<file path="config.mk">
export PLATFORM = sky130hd
export DESIGN_NAME = chk_table
export DESIGN_NICKNAME = d
export VERILOG_FILES = /design/src/rtl/cpu_step_checker_chk_table.sv
export SDC_FILE = /design/constraint.sdc
export NUM_CORES = 1
export LEC_CHECK = 0
export ABC_AREA = 1
export CAP_MARGIN = 20
export CORE_MARGIN = 5
export CORE_UTILIZATION = 55
export DETAILED_ROUTE_END_ITERATION = 6
export DONT_BUFFER_PORTS = 1
export HOLD_SLACK_MARGIN = 0.15
export PLACE_DENSITY_LB_ADDON = 0.05
export SETUP_SLACK_MARGIN = 0.02
export SLEW_MARGIN = 20
export SYNTH_ARGS = -nofsm -noshare
export SYNTH_HDL_FRONTEND = slang
export SYNTH_SLANG_ARGS = --single-unit
</file>
<file path="constraint.sdc">
create_clock -name clk -period 3.1 [get_ports clk]
set_input_delay 0.62 -clock clk [delete_from_list [all_inputs] [get_ports clk]]
set_output_delay 0.62 -clock clk [all_outputs]
set_load 0.01 [all_outputs]
</file>
<file path="src/rtl/cpu_step_checker_chk_table.sv">
// Check table: DEPTH entries of {reg address, expected value}.
// Ports: write port (wr_en/wr_idx/wr_reg/wr_val), async read by rd_idx.
module chk_table #(
    parameter int XLEN   = 32,
    parameter int REG_AW = 3,
    parameter int DEPTH  = 16,
    localparam int IW    = $clog2(DEPTH)
) (
    input  logic              clk,
    input  logic              wr_en,
    input  logic [IW-1:0]     wr_idx,
    input  logic [REG_AW-1:0] wr_reg,
    input  logic [XLEN-1:0]   wr_val,
    input  logic [IW-1:0]     rd_idx,
    output logic [REG_AW-1:0] rd_reg,
    output logic [XLEN-1:0]   rd_val
);

    // No reset: contents must survive a session abort.
    logic [REG_AW+XLEN-1:0] mem_q [DEPTH];

    always_ff @(posedge clk) begin
        if (wr_en) begin
            mem_q[wr_idx] <= {wr_reg, wr_val};
        end
    end

    assign {rd_reg, rd_val} = mem_q[rd_idx];

endmodule

</file>
==> qor.csv, run 1 <==
metric,value,unit
CP Max Fanout,281,
clock sink count,560,
Fillers,3418,
CP Data Required Time,2.48,ns
"EDFF count, synth",560,
Initial Util,55.5,%
vias in the first global route,14700,
area grow syn2layout,12.9,%
1st-pass router iterations,5,
uppermost layer routed,met5,
biggest area consumer among synthesized cells,edfxtp_1,
Routed wire per std cell,19.2,microns
Netlist cell types,12,
HP Class,in2reg,
I/O pin cnt,80,
critical setup path kind,in2out,
pwr/cell area,595,nW/um^2
Largest regs,mem_q (560),
nets@finish,2343,
Port Buf Inserts,0,
Worst-Margin Slew,0.769,ns
CTS tree,built,
final RePlAce weighted congestion,0.757,
Root Driver,clkbuf_16,
buffer depth of the longest clock path,3,
WL met2,26.3,mm
HPWL Detailed,27.2,mm
met1 wire length,25.1,mm
max reg flops,560,
final setup violation count,0,
commonest cells in the synthesized netlist,"nand2_1 (740), edfxtp_1 (560), inv_1 (422), nand3_1 (421), buf_2 (67)",
CTS Buf Count,57,
layout cell share with drive strength beyond 1,5.64,%
"Clk pin slew, worst setup/hold paths",0.06,ns
final WL,56.1,mm
Final min period,2.99,ns
gr ovfl total,0,
final hold violations,0,
Setup TNS,0,ns
Lkg Pwr,11.3,nW
vias,15300,
Core Region,43100,sq um
Fmax achieved,334,MHz
sequential area share after synthesis,70.3,%
CP Capture Type,primary output,
final-report max-slew violation count,0,
final core occ,62.6,%
"Async S/R FF share, synth",0,%
Switch Pwr,0.00341,W
total chip power,0.0160,W
post-route clock period utilization,96.5,%
Detail Route Antenna Nets,0,
mapped cell area,23900,sq um
metal3 WL,3.52,mm
Yosys warning count,0,
Syn Nets,2325,
type of origin of the critical path,input port,
post-synthesis instance total,2280,
syn avg cell area,10.5,sq um
Seq pwr share,53.1,%
switching portion of total power,21.2,%
Int Power,0.0126,W
first-pass GRT wire length,86.3,mm
Synth Register Bits,560,
Max IR drop VDD,0.467,mV
post-synth top area share,70.3,%
Resized cells post-CTS,0,
largest net degree at the start of global routing,282,
"Data arrival, critical path",2.37,ns
# rows,76,
H-tree Lvls,2,
Die Ht,218,microns
Die Width,218,microns
ranking of synthesized cells by area,"edfxtp_1 (70%), nand2_1 (12%), nand3_1 (8.8%), inv_1 (6.6%), buf_2 (1.4%)",
clock network power share,41.4,%
DRC errors left,0,
total track usage,23.7,%
initial antenna violation count,2,
dominant cell by count in the synthesized netlist,nand2_1,
Max Cap Viol,0,
RSZ-0062 raised after global routing,no,
Rel. slew slack,48.8,%
DR iter-0 viols,1402,
top_reg_cell synth,edfxtp_1,
Comb power frac,5.5,%
die area,47700,sq um
vias per std cell,5.24,
register with the most flip-flops,mem_q,
status,finished clean,
## cell families (layout without fill, tap and decap cells)
kind of cell           Yosys count  in the layout  share of synthesized area (%)
buffers and inverters          540            602                           8.89
flip-flops                     560            560                           70.3
other                            0              2                              0
AND/OR/NAND/NOR               1180           1180                           20.8
## final timing paths
kind	end	depth (start not counted)	slack [ns]	start
worst min-delay path	mem_q[15][8]$_DFFE_PP_	2	0.60	wr_idx[1]
worst max-delay path	rd_val[15]	9	0.11	rd_idx[0]
## repair_timing
item | 4_1_cts | 5_1_grt
hold buffers | 35 | 0
buffers inserted | 0 | 0
endpoints found under the hold margin | 560 | 0
## routing by layer
metal  track usage, %  up-vias
li1                 -     7403
met2             38.2      437
met3             4.03       93
met4             6.41        2
met5                0        -
met1             33.9     7408
## power by group through the flow
| stage | Clock [W] | Sequential [W] | Combinational (W) |
|---|---|---|---|
| 2_1_floorplan | 0 | 0.00868 | 0.000609 |
| 3_3_place_gp | 0 | 0.00868 | 0.000743 |
| 3_5_place_dp | 0 | 0.00868 | 0.000749 |
| 4_1_cts | 0.00677 | 0.00852 | 0.000885 |
| 5_1_grt | 0.00711 | 0.00853 | 0.000981 |
| 6_report | 0.00664 | 0.00852 | 0.000874 |
## cell usage in the layout, fill, tap and decap left out, types with 5 or more instances in the layout
master	n
clkinv_1	17
clkinv_2	6
nand3_1	421
clkbuf_16	59
bufinv_16	5
buf_4	14
nor2_4	16
inv_1	422
dlygate4sd3_1	35
buf_12	24
edfxtp_1	560
nand2_1	740
clkbuf_1	12
## critical path, stage by stage
cell     delay [ns]
inv_8          0.50
buf_12         0.27
buf_4          0.18
nand2_1        0.06
nand2_1        0.05
nand2_1        0.05
nand3_1        0.07
nand3_1        0.06
nand2_1        0.17
## final cells by class
type,instances,area (sq um),area share (%)
flip-flops and latches,560,16800,62.3
diodes,2,5.00,0.0186
well taps,585,732,2.71
clock buffers,71,1520,5.64
multi-input cells,1180,5080,18.8
repair buffers,73,936,3.47
inverters,426,1610,5.96
clock inverters,32,277,1.02
## through the flow
step | hold slack (ns) | cells | setup WS, ns | cell area, sq um
3_5_place_dp | 0.719 | 2789 | 0.637 | 24800
3_3_place_gp | 0.720 | 2789 | 0.671 | 24800
4_1_cts | 0.573 | 2927 | 0.635 | 27000
6_report | 0.600 | 2929 | 0.109 | 27000
5_1_grt | 0.604 | 2928 | 0.505 | 27000
2_1_floorplan | 0.719 | 2280 | 0.357 | 23900
(Power assumes the default switching activity.)
==> run 2: changes to the inputs <==
CAP_MARGIN = unset   (was 20)
DONT_BUFFER_PORTS = unset   (was 1)
==> run 2 against run 1 <==
Power grew 1.3%. Hold slack better by 0.33 ns. Via count is 2.6% higher. Sequential power is essentially flat. Combinational power is 33% higher. Critical path depth decreased by 1. Die area unchanged. Maximum frequency rose by 2.7%. Cell count up 2.3%. Largest power group unchanged. Highest routed layer is now met4.
==> qor.csv, run 2 (synthesized netlist as in run 1, its figures left out) <==
metric,value,unit,change
Fmax achieved,343,MHz,was 334 MHz
area occupied by multi-input gates,5080,sq um,unchanged
Core Region,43100,sq um,unchanged
RSZ-0062 raised after global routing,no,,unchanged
met3 Track Usage GR,3.67,%,was 4.03%
Port Buf Inserts,79,,was 0
"Clk pin slew, worst setup/hold paths",0.06,ns,about the same
CTS tree,built,,unchanged
CTS Buf Count,56,,was 57
critical path startpoint,rd_idx[1],,was rd_idx[0]
CP Capture Type,primary output,,unchanged
HPWL Detailed,31.2,mm,was 27.2 mm
H-tree Lvls,2,,unchanged
"commonest non-fill, non-tap cell in the layout",nand2_1,,unchanged
status,finished clean,,unchanged
vias,15700,,was 15300
final-report max-slew violation count,0,,unchanged
largest net degree at the start of global routing,81,,was 282
endpoint of the worst hold path,mem_q[9][33]$_DFFE_PP_,,was mem_q[15][8]$_DFFE_PP_
grt peak-use layer,met2,,unchanged
"Data arrival, critical path",2.29,ns,was 2.37 ns
post-route clock period utilization,94.0,%,was 96.5%
final WL,57.6,mm,was 56.1 mm
Resized cells post-CTS,0,,unchanged
Setup TNS,0,ns,unchanged
final RePlAce weighted congestion,0.781,,was 0.757
Fillers,3362,,was 3418
hold_buf cts,0,,was 35
HP Class,in2reg,,unchanged
first-pass GRT wire length,88.7,mm,was 86.3 mm
Root Driver,clkbuf_16,,unchanged
Die Ht,218,microns,unchanged
Routed wire per std cell,19.2,microns,about the same
met1 usage,34.3,%,was 33.9%
DR iter-0 viols,1476,,was 1402
WHS Path Cells,1,,was 2
# rows,76,,unchanged
FF+latch area,16800,sq um,unchanged
CP Max Fanout,45,,was 281
initial antenna violation count,0,,was 2
Die Width,218,microns,unchanged
nets@finish,2409,,was 2343
area grow syn2layout,15.6,%,was 12.9%
total track usage,24.4,%,was 23.7%
Rel. slew slack,56.0,%,was 48.8%
pwr/cell area,588,nW/um^2,was 595 nW/um^2
Worst-Margin Slew,0.657,ns,was 0.769 ns
Max IR drop VDD,0.454,mV,was 0.467 mV
pre-CTS setup slack,0.189,ns,was 0.637 ns
Detail Route Antenna Nets,0,,unchanged
buffer depth of the longest clock path,3,,unchanged
final hold violations,0,,unchanged
register with the most flip-flops,mem_q,,unchanged
Lkg Pwr,11.7,nW,was 11.3 nW
gr ovfl total,0,,unchanged
DRC errors left,0,,unchanged
Final min period,2.91,ns,was 2.99 ns
type of origin of the critical path,input port,,unchanged
most frequent cells in the layout,"nand2_1 (740), edfxtp_1 (560), inv_1 (422), nand3_1 (421), clkdlybuf4s50_1 (75)",,"was nand2_1 (740), edfxtp_1 (560), inv_1 (422), nand3_1 (421), clkbuf_16 (59)"
max reg flops,560,,unchanged
vias in the first global route,15300,,was 14700
1st-pass router iterations,6,,was 5
clock sink count,560,,unchanged
critical setup path kind,in2out,,unchanged
vias per std cell,5.26,,was 5.24
I/O pin cnt,80,,unchanged
setup repair bufs after CTS,0,,unchanged
final setup violation count,0,,unchanged
Largest regs,mem_q (560),,unchanged
Initial Util,55.5,%,unchanged
min-delay src,wr_reg[1],,was wr_idx[1]
CP Data Required Time,2.48,ns,about the same
GR Layer Usage met2,40.5,%,was 38.2%
die area,47700,sq um,unchanged
Max Cap Viol,0,,unchanged
Final WS setup,0.187,ns,was 0.109 ns
layout cell share with drive strength beyond 1,6.51,%,was 5.64%
-- run 2: cell types whose count changed in the layout (fill, tap and decap cells not counted), sizes merged --
| cell | before | now |
|---|---|---|
| clkinvlp | 2 | 0 |
| bufinv | 5 | 6 |
| buf | 38 | 64 |
| dlygate4sd3 | 35 | 0 |
| diode | 2 | 1 |
| inv | 428 | 425 |
| clkinv | 23 | 30 |
| clkdlybuf4s50 | 0 | 75 |
| clkbuf | 71 | 70 |
-- run 2: area by class of cell --
class                   count  area share, %
multi-input cells        1180           18.4
inverters                 426           5.82
flip-flops and latches    560           60.8
diodes                      1        0.00905
repair buffers            140           5.90
clock inverters            35           1.09
clock buffers              69           5.32
well taps                 585           2.65
-- run 2: metrics by stage --
stage	area (sq um)	hold slack (ns)	power [W]	cells	util, %
after global placement	25900	1.54	0.00983	2891	60.1
after detailed placement	25900	1.55	0.00985	2891	60.1
final	27600	0.930	0.0163	2996	64.2
after global routing	27600	0.949	0.0168	2995	64.2
after floorplan	23900	0.719	0.00929	2280	-
after CTS	27600	0.909	0.0164	2995	64.2
-- run 2: worst max-delay path by stage --
| stage | endpoint | depth (start not counted) |
|---|---|---|
| after floorplan | mem_q[10][0]$_DFFE_PP_ | 2 |
| after global placement | rd_val[24] | 8 |
| after detailed placement | rd_val[24] | 8 |
| after CTS | rd_val[24] | 8 |
| after global routing | rd_val[10] | 10 |
| final | rd_val[24] | 8 |
-- run 2: report_power, final --
| part | switching [W] | internal (W) | total, W | leakage, nW |
|---|---|---|---|---|
| Sequential | 0.0000320 | 0.00849 | 0.00852 | 5.06 |
| Clock | 0.00273 | 0.00384 | 0.00656 | 0.868 |
| Combinational | 0.000759 | 0.000404 | 0.00116 | 5.73 |
| Total | 0.00352 | 0.0127 | 0.0163 | 11.7 |
-- run 2: critical path, stage by stage --
cell	delay, ns
buf_4	0.15
inv_4	0.21
buf_12	0.29
nand3_1	0.11
nand3_1	0.08
nand3_1	0.10
nand2_1	0.15
clkdlybuf4s50_1	0.55
-- run 2: metal layers --
layer,part of all wire (%),wire [microns]
met1,44,25200
met2,48,27500
met3,6.4,3660
met4,2.0,1170
met5,0,0
==> run 3: changes to the inputs <==
PLACE_DENSITY = 0.73   (was unset)
PLACE_DENSITY_LB_ADDON = unset   (was 0.05)
SLEW_MARGIN = 10   (was 20)
==> run 3 against run 2 <==
The flow now finishes with violations (DRC). Count of clock-buffer cells in the layout fell by 2. Sequential power hardly changed. First-iteration DRC count up 32%. Critical endpoint is now rd_val[26]. Highest routed layer unchanged.
==> qor.csv, run 3 (synthesized netlist as in run 1, its figures left out) <==
metric,value,unit,change
critical setup path kind,in2out,,unchanged
Max IR drop VDD,0.380,mV,was 0.454 mV
status,"complete, but fails checks",,was finished clean
CP Data Required Time,2.48,ns,about the same
CP Max Fanout,49,,was 45
Die Width,218,microns,unchanged
Port Buf Inserts,79,,unchanged
"Clk pin slew, worst setup/hold paths",0.06,ns,about the same
largest net degree at the start of global routing,83,,was 81
register with the most flip-flops,mem_q,,unchanged
Fmax achieved,338,MHz,was 343 MHz
final setup violation count,0,,unchanged
Worst-Margin Slew,0.633,ns,was 0.657 ns
buffer depth of the longest clock path,3,,unchanged
Final min period,2.95,ns,was 2.91 ns
Rel. slew slack,57.7,%,was 56.0%
total chip power,0.0159,W,was 0.0163 W
critical path startpoint,rd_idx[0],,was rd_idx[1]
clock sink count,560,,unchanged
Core Region,43100,sq um,unchanged
Area after DPL,25800,sq um,was 25900 sq um
gr ovfl total,0,,unchanged
CP Capture Type,primary output,,unchanged
total track usage,23.7,%,was 24.4%
min-delay src,wr_val[15],,was wr_reg[1]
CTS tree,built,,unchanged
Largest regs,mem_q (560),,unchanged
Root Driver,clkbuf_16,,unchanged
pwr/cell area,578,nW/um^2,was 588 nW/um^2
post-route clock period utilization,95.3,%,was 94.0%
DR iter-0 viols,1946,,was 1476
first-pass GRT wire length,87.4,mm,was 88.7 mm
Lkg Pwr,11.5,nW,was 11.7 nW
H-tree Lvls,2,,unchanged
Die Ht,218,microns,unchanged
"commonest non-fill, non-tap cell in the layout",nand2_1,,unchanged
vias,15800,,was 15700
final WL,55.8,mm,was 57.6 mm
final instance area,27400,sq um,was 27600 sq um
Max Cap Viol,0,,unchanged
DRC errors left,1,,was 0
HP Class,in2reg,,unchanged
initial antenna violation count,0,,unchanged
vias per std cell,5.31,,was 5.26
violated checks,DRC,,
I/O pin cnt,80,,unchanged
1st-pass router iterations,7,,was 6
die area,47700,sq um,unchanged
most frequent cells in the layout,"nand2_1 (740), edfxtp_1 (560), inv_1 (422), nand3_1 (421), clkdlybuf4s50_1 (75)",,unchanged
HPWL Detailed,29.0,mm,was 31.2 mm
area grow syn2layout,14.8,%,was 15.6%
"Data arrival, critical path",2.33,ns,was 2.29 ns
setup repair bufs after CTS,0,,unchanged
Routed wire per std cell,18.8,microns,was 19.2 microns
# rows,76,,unchanged
Initial Util,55.5,%,unchanged
final-report max-slew violation count,0,,unchanged
vias in the first global route,15700,,was 15300
nets@finish,2394,,was 2409
RSZ-0062 raised after global routing,no,,unchanged
Detail Route Antenna Nets,0,,unchanged
final hold violations,0,,unchanged
final RePlAce weighted congestion,0.767,,was 0.781
Setup TNS,0,ns,unchanged
layout cell share with drive strength beyond 1,5.91,%,was 6.51%
CTS Buf Count,53,,was 56
type of origin of the critical path,input port,,unchanged
max reg flops,560,,unchanged
==> run 3: cell types whose count changed in the layout (fill, tap and decap cells not counted), sizes merged <==
cell / change
buf: -12
clkinvlp: +1
clkbuf: -2
inv: +2
clkinv: -12
bufinv: -2
==> run 3: timing repair <==
item / 4_1_cts / 5_1_grt
endpoints found under the setup margin: 0 / 1
hold buffers: 0 / 0
gates resized for setup: 0 / 1
==> run 3: final timing paths <==
path,to,slack [ns],cells after the start
setup / recovery,rd_val[26],0.15,10
hold / removal,mem_q[15][15]$_DFFE_PP_,0.96,1
==> run 3: area by class of cell <==
type | instances | area [sq um]
clock buffer | 67 | 1420
clock inverter | 24 | 213
sequential | 560 | 16800
timing repair buffer | 128 | 1570
fill | 3150 | 15600
antenna | 1 | 2.50
inverter | 426 | 1610
multi-input combinational | 1180 | 5080
tap | 585 | 732
==> run 3: layer usage <==
metal	wire length [microns]	GRT usage, %	vias up
met5	0	0	-
met4	1200	6.85	0
met3	4810	3.53	104
met2	26800	38.8	688
met1	22900	33.4	7502
li1	-	-	7484
==> run 3: report_power, final <==
group	total, W	switching [W]	internal, W
combinational	0.00116	0.000755	0.000405
clock	0.00618	0.00264	0.00355
sequential	0.00852	0.0000331	0.00849
total	0.0159	0.00342	0.0124
==> run 3: critical path: stages <==
cell and delay, ns:
clkbuf_8 0.18, inv_8 0.19, buf_12 0.25, nand2_1 0.09
nand2_1 0.06, nand2_1 0.04, nand3_1 0.07, nand3_1 0.08
nand2_1 0.17, clkdlybuf4s50_1 0.57
==> run 3: stage by stage <==
step                      setup WS (ns)  utilization, %  std cells  hold WS [ns]
after CTS                         0.125            63.7       2970         0.930
after detailed placement          0.137            59.9       2879          1.53
final                             0.145            63.7       2971         0.957
after floorplan                   0.357               -       2280         0.719
after global routing             0.0385            63.7       2970          1.00
after global placement            0.187            59.9       2879          1.53
